===== config.mk =====
export PLATFORM = sky130hd
export DESIGN_NAME = imem_loader_flat
export DESIGN_NICKNAME = d
export VERILOG_FILES = /design/src/rtl/imem_loader_pkg.sv /design/src/rtl/imem_loader_if.sv /design/src/rtl/imem_loader_byte_packer.sv /design/src/rtl/imem_loader.sv /design/src/flat_wrapper.sv
export SDC_FILE = /design/constraint.sdc
export NUM_CORES = 1
export LEC_CHECK = 0
export BUFFER_PORTS_ARGS = -buffer_cell sky130_fd_sc_hd__buf_4
export CAP_MARGIN = 10
export CORE_MARGIN = 1
export CORE_UTILIZATION = 50
export CTS_BUF_LIST = sky130_fd_sc_hd__clkbuf_8
export CTS_CLUSTER_DIAMETER = 60
export DETAILED_ROUTE_END_ITERATION = 8
export PLACE_DENSITY = 0.73
export SLEW_MARGIN = 25
export SYNTH_ARGS = -nofsm -noshare
export SYNTH_HDL_FRONTEND = slang
export SYNTH_SLANG_ARGS = --single-unit

===== constraint.sdc =====
create_clock -name CLK -period 2.8 [get_ports CLK]
set_clock_uncertainty 0.05 [all_clocks]
set_input_delay 0.42 -clock CLK [delete_from_list [all_inputs] [get_ports CLK]]
set_output_delay 0.42 -clock CLK [all_outputs]
set_load 0.02 [all_outputs]

===== src/rtl/imem_loader_pkg.sv =====
// Shared instruction-memory definitions for the loader, instruction memory and fetch stage.
// Loader state encoding is fixed so that debug taps and the fetch side agree on it.
package imem_loader_pkg;

    // Instruction-memory geometry shared with imem and fetch
    localparam int unsigned IMEM_ADDR_W = 7;
    localparam int unsigned INSTR_W     = 32;
    localparam int unsigned BYTE_W      = 8;

    // MIPS NOP (sll $0,$0,0); also the idle value of the write-data bus
    localparam logic [31:0] MIPS_NOP = 32'h0000_0000;

    // Loader FSM encoding
    typedef enum logic [1:0] {
        IDLE = 2'd0,
        LOAD = 2'd1,
        CHK  = 2'd2,
        DONE = 2'd3
    } loaderState_t;

    // One instruction-memory write beat as seen by the memory
    typedef struct packed {
        logic [IMEM_ADDR_W-1:0] addr;
        logic [INSTR_W-1:0]     data;
    } imemWrite_t;

    // Word address of the n-th loaded word, wrapping at the memory size
    function automatic logic [IMEM_ADDR_W-1:0] wordAddr(input int unsigned base,
                                                        input logic [IMEM_ADDR_W:0] idx);
        return IMEM_ADDR_W'(base) + IMEM_ADDR_W'(idx);
    endfunction

endpackage


===== src/rtl/imem_loader_if.sv =====
// Loader control, byte-stream and instruction-memory write signals bundled as one port.
// master: the side feeding bytes and watching status; slave: the loader itself.
interface imem_loader_if
    import imem_loader_pkg::*;
#(
    parameter int unsigned ADDR_W = IMEM_ADDR_W,
    parameter int unsigned DATA_W = INSTR_W
);

    logic              start;
    logic [ADDR_W:0]   load_len;
    logic              byte_valid;
    logic [7:0]        byte_data;
    logic              byte_ready;
    logic              wr_en;
    logic [ADDR_W-1:0] wr_addr;
    logic [DATA_W-1:0] wr_data;
    logic              busy;
    logic              done;
    logic              cpu_hold;
    logic              chk_err;

    modport master (
        output start, load_len, byte_valid, byte_data,
        input  byte_ready, wr_en, wr_addr, wr_data, busy, done, cpu_hold, chk_err
    );

    modport slave (
        input  start, load_len, byte_valid, byte_data,
        output byte_ready, wr_en, wr_addr, wr_data, busy, done, cpu_hold, chk_err
    );

endinterface


===== src/rtl/imem_loader_byte_packer.sv =====
// Assembles accepted bytes big-endian into DATA_W-bit words (first byte lands in the MSBs)
// and emits a registered one-cycle wordValid with the completed word.
module imem_loader_byte_packer
    import imem_loader_pkg::*;
#(
    parameter int unsigned DATA_W = INSTR_W
) (
    input  logic              CLK,
    input  logic              RST,
    input  logic              byteFire,
    input  logic [7:0]        byteIn,
    output logic              lastByte_c,
    output logic              wordValid,
    output logic [DATA_W-1:0] wordData
);

    localparam int unsigned BYTES = DATA_W / BYTE_W;
    localparam int unsigned CNT_W = (BYTES > 1) ? $clog2(BYTES) : 1;
    localparam int unsigned SHR_W = DATA_W - BYTE_W;
    localparam logic [CNT_W-1:0] LAST_CNT = CNT_W'(BYTES - 1);

    logic [CNT_W-1:0] byteCnt;
    logic [SHR_W-1:0] shiftReg;

    // Current byte completes a word
    assign lastByte_c = byteFire && (byteCnt == LAST_CNT);

    // Byte counter, partial-word shift register and completed-word register
    always_ff @(posedge CLK or posedge RST) begin
        if (RST) begin
            byteCnt   <= '0;
            shiftReg  <= '0;
            wordValid <= 1'b0;
            wordData  <= DATA_W'(MIPS_NOP);
        end else begin
            wordValid <= lastByte_c;
            if (byteFire) begin
                byteCnt <= (byteCnt == LAST_CNT) ? '0 : byteCnt + CNT_W'(1);
                if (lastByte_c) begin
                    wordData <= {shiftReg, byteIn};
                end else begin
                    shiftReg <= SHR_W'({shiftReg, byteIn});
                end
            end
        end
    end

endmodule


===== src/rtl/imem_loader.sv =====
// Instruction-memory loader: takes a byte stream, writes big-endian words starting at
// BASE_ADDR and holds the CPU until the image is complete.
// Optional trailing XOR checksum byte: define IMEM_LOADER_CHECKSUM_EN.
module imem_loader
    import imem_loader_pkg::*;
#(
    parameter int unsigned ADDR_W    = IMEM_ADDR_W,
    parameter int unsigned DATA_W    = INSTR_W,
    parameter int unsigned BASE_ADDR = 0
) (
    input  logic           CLK,
    input  logic           RST,
    imem_loader_if.slave   bus
);

    localparam int unsigned LEN_W = ADDR_W + 1;

    loaderState_t      state;
    logic [LEN_W-1:0]  wordIdx;
    logic [LEN_W-1:0]  loadLen;
    logic [ADDR_W-1:0] wrAddr;
    logic              byteReady;
    logic              busy;
    logic              done;
    logic              cpuHold;

    logic              byteFire;
    logic              packFire;
    logic              lastByte_c;
    logic              lastWord_c;
    logic              wordValid;
    logic [DATA_W-1:0] wordData;

    assign byteFire   = bus.byte_valid && byteReady;
    assign packFire   = byteFire && (state == LOAD);
    assign lastWord_c = (wordIdx + LEN_W'(1)) == loadLen;

`ifdef IMEM_LOADER_CHECKSUM_EN
    logic [7:0] xorAcc;
    logic       chkErr;
    logic       chkMatch_c;

    assign chkMatch_c = (xorAcc == bus.byte_data);
`endif

    imem_loader_byte_packer #(
        .DATA_W (DATA_W)
    ) u_packer (
        .CLK        (CLK),
        .RST        (RST),
        .byteFire   (packFire),
        .byteIn     (bus.byte_data),
        .lastByte_c (lastByte_c),
        .wordValid  (wordValid),
        .wordData   (wordData)
    );

    // Loader FSM: addressing, word count, status flags and checksum
    always_ff @(posedge CLK or posedge RST) begin
        if (RST) begin
            state     <= IDLE;
            wordIdx   <= '0;
            loadLen   <= '0;
            wrAddr    <= ADDR_W'(BASE_ADDR);
            byteReady <= 1'b0;
            busy      <= 1'b0;
            done      <= 1'b0;
            cpuHold   <= 1'b1;
`ifdef IMEM_LOADER_CHECKSUM_EN
            xorAcc    <= '0;
            chkErr    <= 1'b0;
`endif
        end else begin
            case (state)
                IDLE, DONE: begin
                    if (bus.start) begin
                        wordIdx <= '0;
                        loadLen <= bus.load_len;
`ifdef IMEM_LOADER_CHECKSUM_EN
                        xorAcc  <= '0;
                        chkErr  <= 1'b0;
`endif
                        if (bus.load_len != '0) begin
                            state     <= LOAD;
                            byteReady <= 1'b1;
                            busy      <= 1'b1;
                            done      <= 1'b0;
                            cpuHold   <= 1'b1;
                        end else begin
                            // Empty image: straight to DONE, nothing written
                            state     <= DONE;
                            byteReady <= 1'b0;
                            busy      <= 1'b0;
                            done      <= 1'b1;
                            cpuHold   <= 1'b0;
                        end
                    end
                end

                LOAD: begin
                    if (packFire) begin
`ifdef IMEM_LOADER_CHECKSUM_EN
                        xorAcc <= xorAcc ^ bus.byte_data;
`endif
                        if (lastByte_c) begin
                            // Address registers alongside the word the packer completes
                            wrAddr  <= ADDR_W'(BASE_ADDR) + ADDR_W'(wordIdx);
                            wordIdx <= wordIdx + LEN_W'(1);
                            if (lastWord_c) begin
`ifdef IMEM_LOADER_CHECKSUM_EN
                                state <= CHK;
`else
                                state     <= DONE;
                                byteReady <= 1'b0;
                                busy      <= 1'b0;
                                done      <= 1'b1;
                                cpuHold   <= 1'b0;
`endif
                            end
                        end
                    end
                end

`ifdef IMEM_LOADER_CHECKSUM_EN
                CHK: begin
                    if (byteFire) begin
                        // A bad image still finishes, but the CPU stays held
                        state     <= DONE;
                        byteReady <= 1'b0;
                        busy      <= 1'b0;
                        done      <= 1'b1;
                        chkErr    <= !chkMatch_c;
                        cpuHold   <= !chkMatch_c;
                    end
                end
`endif

                default: begin
                    state <= IDLE;
                end
            endcase
        end
    end

    assign bus.byte_ready = byteReady;
    assign bus.wr_en      = wordValid;
    assign bus.wr_addr    = wrAddr;
    assign bus.wr_data    = wordData;
    assign bus.busy       = busy;
    assign bus.done       = done;
    assign bus.cpu_hold   = cpuHold;
`ifdef IMEM_LOADER_CHECKSUM_EN
    assign bus.chk_err    = chkErr;
`else
    assign bus.chk_err    = 1'b0;
`endif

endmodule


===== src/flat_wrapper.sv =====
// flat-port wrapper written by rule: the top's interface ports become plain ports
module imem_loader_flat import imem_loader_pkg::*;
#(
    parameter int unsigned ADDR_W    = IMEM_ADDR_W,
    parameter int unsigned DATA_W    = INSTR_W,
    parameter int unsigned BASE_ADDR = 0
)
  (CLK, RST, bus_start, bus_load_len, bus_byte_valid, bus_byte_data, bus_byte_ready, bus_wr_en, bus_wr_addr, bus_wr_data, bus_busy, bus_done, bus_cpu_hold, bus_chk_err);
  imem_loader_if #(.ADDR_W(ADDR_W), .DATA_W(DATA_W)) bus_i ();
  input  logic CLK;
  input  logic RST;
  input wire logic [$bits(bus_i.start)-1:0] bus_start;
  input wire logic [$bits(bus_i.load_len)-1:0] bus_load_len;
  input wire logic [$bits(bus_i.byte_valid)-1:0] bus_byte_valid;
  input wire logic [$bits(bus_i.byte_data)-1:0] bus_byte_data;
  output wire logic [$bits(bus_i.byte_ready)-1:0] bus_byte_ready;
  output wire logic [$bits(bus_i.wr_en)-1:0] bus_wr_en;
  output wire logic [$bits(bus_i.wr_addr)-1:0] bus_wr_addr;
  output wire logic [$bits(bus_i.wr_data)-1:0] bus_wr_data;
  output wire logic [$bits(bus_i.busy)-1:0] bus_busy;
  output wire logic [$bits(bus_i.done)-1:0] bus_done;
  output wire logic [$bits(bus_i.cpu_hold)-1:0] bus_cpu_hold;
  output wire logic [$bits(bus_i.chk_err)-1:0] bus_chk_err;
  assign bus_i.start = bus_start;
  assign bus_i.load_len = bus_load_len;
  assign bus_i.byte_valid = bus_byte_valid;
  assign bus_i.byte_data = bus_byte_data;
  assign bus_byte_ready = bus_i.byte_ready;
  assign bus_wr_en = bus_i.wr_en;
  assign bus_wr_addr = bus_i.wr_addr;
  assign bus_wr_data = bus_i.wr_data;
  assign bus_busy = bus_i.busy;
  assign bus_done = bus_i.done;
  assign bus_cpu_hold = bus_i.cpu_hold;
  assign bus_chk_err = bus_i.chk_err;
  imem_loader #(.ADDR_W(ADDR_W), .DATA_W(DATA_W), .BASE_ADDR(BASE_ADDR)) u_core (.CLK(CLK), .RST(RST), .bus(bus_i));
endmodule

==> results of run 1 <==
-- layout make-up --
class                           instances  area (µm²)
Clock buffer                            9         124
Clock inverter                          6         118
Fill cell                             612        2700
Inverter                               10        38.8
Multi-Input combinational cell        252        1510
Sequential cell                        87        2180
Tap cell                               99         124
Timing Repair Buffer                   69         546
-- power by group through the flow --
stage | combinational, mW | clock, mW | sequential (mW)
6_report | 1.92 | 1.05 | 2.14
5_1_grt | 2.13 | 1.11 | 2.21
4_1_cts | 1.95 | 1.07 | 2.15
3_5_place_dp | 1.93 | 0 | 2.17
3_3_place_gp | 1.86 | 0 | 2.15
2_1_floorplan | 1.06 | 0 | 2.34
-- path summary, 6_finish.rpt --
kind / end / cells past startpoint
min in group asynchronous: u_core.loadLen[2] / 3
setup reg to reg: u_core.bus.byte_ready / 7
hold reg to reg: u_core.u_packer.wordData[24] / 2
hold / removal: u_core.u_packer.wordData[6] / 3
setup / recovery: u_core.bus.byte_ready / 7
max in group asynchronous: u_core.u_packer.shiftReg[7] / 4
-- cells by family (layout without fill, tap and decap cells) --
kind of cell,count (synthesis),count (layout),synth area share [%]
xor gates and xnor gates,4,4,0.916
buffers and inverters,30,94,3.70
muxes,35,35,10.2
AOI/OAI and AO/OA,42,42,7.59
and+or+nand+nor,166,166,19.2
adders and majority gates,4,4,1.31
DFF,87,87,56.9
other,1,1,0.0980
-- metal layers --
metal  GRT usage [%]  share of wire, %  wire length [µm]  up-vias
li1                -                 -                 -     1356
met1            28.9                49              3640     1305
met2            31.2                46              3450       49
met3            3.32               3.1               233        9
met4            9.52               1.6               116        0
met5               0                 0                 0        -
-- sequential cells by signal (all words and copies together), names as in the netlist, 2 cells and up --
register                  cells
u_core.u_packer.wordData     32
u_core.u_packer.shiftReg     24
u_core.loadLen                8
u_core.wordIdx                8
u_core.bus.wr_addr            7
u_core.state                  2
u_core.u_packer.byteCnt       2
-- stage by stage --
stage / utilization [%] / instances / power (mW) / setup WS [ns] / hold WS (ns)
finish: 63.2 / 532 / 5.12 / 0.463 / 0.212
global route: 63.2 / 532 / 5.46 / 0.307 / 0.203
CTS: 63.2 / 532 / 5.17 / 0.487 / 0.199
detailed placement: 59.8 / 516 / 4.10 / 0.493 / 0.338
global placement: 59.8 / 516 / 4.01 / 0.572 / 0.331
floorplan: - / 369 / 3.40 / 0.0815 / 0.383
-- worst max-delay path, stage by stage, from the launching register on --
cell and delay, ns:
dfrtp_1 0.45, ha_1 0.30, nand3_2 0.16, o31ai_1 0.28, o22ai_1 0.14, nor4_4 0.40
a41oi_1 0.22, a21o_1 0.23
-- cell usage in the layout, fill, tap and decap left out, types with 3 or more instances in the layout --
master       n
nor2b_1      4
o31ai_1      3
nand4_1      3
ha_1         4
or3_1        3
mux2_2      33
bufinv_16    3
dfrtp_1     86
a22o_1       3
o21ai_0     15
a21oi_1      3
clkbuf_8     9
buf_4       66
inv_1        8
nor2_1       6
a21o_1       4
or2_2        3
nor3_1       3
nand3_1      5
nand2_1    124
-- what timing repair did --
item                      CTS  global route
hold endpoints to repair   14             0
buffers inserted            0             0
hold buffers                1             0
==> run metrics, run 1 <==
Crit. Startpoint u_core.wordIdx[1]; setup_tns 0 ns; number of synthesized flops with an enable pin 0; combinational share of power 37.6%; Area Growth Syn to Fin 21.1%; clk_lat worst skew 0.35 ns; Routed Antenna Nets 0; initial core utilization 52.2%; Mapped Nets 393; Port Buf Inserts 63; count of final setup violators 0; top cells by count, synth nand2_1 (124), dfrtp_1 (86), mux2_2 (33), o21ai_0 (15), clkbuf_1 (10); Worst slew margin 59.7%; Leak 2.29 nW; top cells by area, synth dfrtp_1 (56%), nand2_1 (12%), mux2_2 (9.7%); vias 2,719; drt pass-1 iters 4; Clock Sinks 87; crit-path max FO 7; Num CTS Buffers 9; Crit. End Element flop; synth unique cells 50; max_cap viols 0; HP Class input port to flop; antenna violations before repair 0; asr flop ratio synth 100%; total core area 0.00733 mm²; Synth warnings 0; DP Area 0.00438 mm²; Hold Startpoint bus_byte_data[6]; Most used DFF post-synth dfrtp_1; Clock transition at path regs 0.09 ns; share of the synthesized area in the top cell type 56.2%; Die Height 89.5 µm; Final period util 83.5%; Die Wd 89.5 µm; Tmin final 2.34 ns; Internal 3.27 mW; num ports 65; Routed WL 7.44 mm; largest net degree at the start of global routing 73; CTS H-tree lvls 3; cell taking the most area after synthesis dfrtp_1; syn avg cell area 10.4 µm²; Inserted Diodes 0; Reg power frac 41.9%; power per standard cell area 1100 mW/mm²; WP data required 3.00 ns; CTS Buffer Depth 2; Root Driver clkbuf_8; Post-Syn Instances 369; # nets final 453; GRT Overall Usage 20.5%; routed len/inst 14.0 µm; row cnt 31; fmax 428 MHz; CP Data Arrival Time 2.54 ns; DRC violations left 0; Synth Register Bits 87; Synth Cell Area 0.00383 mm²; Final Max Slew Viols 0; post-DR vias/cell 5.11; GRT overflow 0; GPL Wtd Cong 0.803; Final Hold Viols 0; register area share after synthesis 56.9%; Post-CTS Resized 0; 1st-iter DRT viols 116; Design Area, Final 0.00463 mm²; peak supply drop 0.000483 V; RSZ-0062 raised after global routing false; first-pass GRT wire length 12.1 mm; switching pwr 1.84 mW; RR Startpoint u_core.wordIdx[1]; vias in the first global route 2,519; total die area 0.00801 mm²; TritonCTS clock tree built; Net Sw Frac 36.0%; DP HPWL 5.13 mm; top-count cell post-synth nand2_1; status completed; Worst-Margin Slew 0.605 ns; Worst setup SP type flop; flop-to-flop setup slack 0.46 ns; layout cells sized above 1 29.1%; Clk pwr share 20.5%; critical path class flop to flop
Power figures use the tool's default switching activity.
==> run 2, diff against run 1 <==
- PLACE_DENSITY: 0.73 -> 0.7
- clock period: 2.8 -> 2.25 ns (I/O delays scaled with it)
==> run metrics, run 2 (synthesis results as in run 1) <==
Worst slew margin 59.9% (+0.27 points); routed len/inst 13.8 µm (-1.0%); HP Class input port to asynchronous set/reset pin; largest net degree at the start of global routing 88 (+21%); row cnt 31 (unchanged); GRT overflow 0 (unchanged); # nets final 461 (+1.8%); critical path class flop to flop; met2 routed WL 3.40 mm (-1.4%); antenna violations before repair 0 (unchanged); count of final setup violators 0 (unchanged); fmax 467 MHz (+9.0%); Final Hold Viols 0 (unchanged); status completed; Die Height 89.5 µm (unchanged); CTS H-tree lvls 3 (unchanged); DRC violations left 0 (unchanged); fill count 622 (+1.6%); Worst setup SP type flop; setup_tns 0 ns (unchanged); peak supply drop 0.000673 V (+40%); Clock transition at path regs 0.09 ns (about the same); number of flip-flops in the largest register 32 (unchanged); biggest regs u_core.u_packer.wordData: 32 flops, u_core.u_packer.shiftReg: 24 flops; met3 wire len 192 µm (-18%); Crit. End Element flop; total die area 0.00801 mm² (unchanged); max_cap viols 0 (unchanged); CTS Buffer Depth 2 (unchanged); Crit-path slowest cell dfrtp_1; Leak 2.31 nW (+0.55%); GRT Overall Usage 20.3% (-0.20 points); WP data required 2.45 ns (-0.55 ns); post-DR vias/cell 5.12 (+0.11%); vias 2,768 (+1.8%); Max Used Layer met4; drt pass-1 iters 4 (unchanged); CP Data Arrival Time 2.34 ns (-0.20 ns); most common cell after layout, fill and taps aside nand2_1; DP HPWL 5.19 mm (+1.2%); commonest non-fill, non-tap cells in the layout nand2_1 (124), dfrtp_1 (86), buf_4 (75); Routed Antenna Nets 0 (unchanged); Metal-1 WL 3.79 mm (+4.0%); vias in the first global route 2,657 (+5.5%); Tmin final 2.14 ns (-0.194 ns); Hold Buf Count CTS 0 (-1); clk_lat worst skew 0.35 ns (about the same); critical path cell sequence xnor2_1, xor2_1, o31a_1, nor4_4, a41oi_2, a21o_1; layout cells sized above 1 31.2% (+2.1 points); 1st-iter DRT viols 185 (+59%); max incr delay on CP 0.50 ns (+0.05 ns); power per standard cell area 1340 mW/mm² (+22%); RSZ-0062 raised after global routing false; crit-path max FO 9 (+2); TritonCTS clock tree built; num ports 65 (unchanged); Root Driver clkbuf_8; total core area 0.00733 mm² (unchanged); Port Buf Inserts 63 (unchanged); GPL Wtd Cong 0.821 (+2.3%); Final period util 95.3% (+12 points); Area Growth Syn to Fin 21.9%; Inserted Diodes 0 (unchanged); Clock Sinks 87 (unchanged); Num CTS Buffers 9 (unchanged); Die Wd 89.5 µm (unchanged); Worst-Margin Slew 0.601 ns (-0.00402 ns); first-pass GRT wire length 12.2 mm (+0.34%); Routed WL 7.49 mm (+0.67%); Final Max Slew Viols 0 (unchanged); Reg with most FFs u_core.u_packer.wordData; final design utilization 63.6% (+0.43 points); initial core utilization 52.2% (unchanged)
## run 2: final timing paths
check	from	slack, ns	endpoint	depth (start not counted)
worst min register to register	u_core.u_packer.shiftReg[21]	0.42	u_core.u_packer.wordData[29]	2
min in group CLK	bus_byte_data[2]	0.13	u_core.u_packer.wordData[2]	3
worst min-delay path	RST	0.04	u_core.bus.wr_addr[2]	3
worst max-delay path	u_core.wordIdx[3]	0.11	u_core.bus.byte_ready	6
worst max register to register	u_core.wordIdx[3]	0.11	u_core.bus.byte_ready	6
max in group asynchronous	RST	1.72	u_core.bus.cpu_hold	3
## run 2: timing repair
action                                  CTS  global route
hold endpoints to repair                  0             0
endpoints found under the setup margin    0             4
setup buffers                             0             1
gates resized for setup                   0             3
## run 2: through the flow
step / setup WS [ns] / cell area (µm²) / hold WS, ns / instances / total power [mW]
floorplan: 0.118 / 3830 / 0.383 / 369 / 4.23
global placement: 0.106 / 4450 / 0.397 / 524 / 5.11
detailed placement: 0.0520 / 4450 / 0.401 / 524 / 5.19
CTS: 0.0460 / 4650 / 0.0603 / 540 / 6.30
global route: 0.0247 / 4670 / 0.0875 / 541 / 6.72
finish: 0.107 / 4670 / 0.0409 / 541 / 6.27
## run 2: critical path: cells and delay by family (launching register included)
family	cells	cell delay (ns)
compound gates	3	0.70
xor+xnor	2	0.38
flops	1	0.50
simple gates	1	0.41
## run 2: final cells by class
class / count / area [µm²] / share of cell area (%)
sequential: 87 / 2180 / 46.7
multi-input combinational: 252 / 1520 / 32.5
timing repair buffer: 77 / 603 / 12.9
clock buffer: 9 / 124 / 2.65
tap: 99 / 124 / 2.65
clock inverter: 7 / 78.8 / 1.69
inverter: 10 / 41.3 / 0.885
## run 2: metal layers
layer	up-vias	global-route usage (%)
met4	0	8.80
met2	47	31.3
li1	1366	-
met5	-	0
met3	8	3.51
met1	1347	28.3
## run 2: where the power goes
part	switching (mW)	internal, mW
registers	0.448	2.20
logic	1.30	1.22
clock network	0.576	0.524
total	2.32	3.95
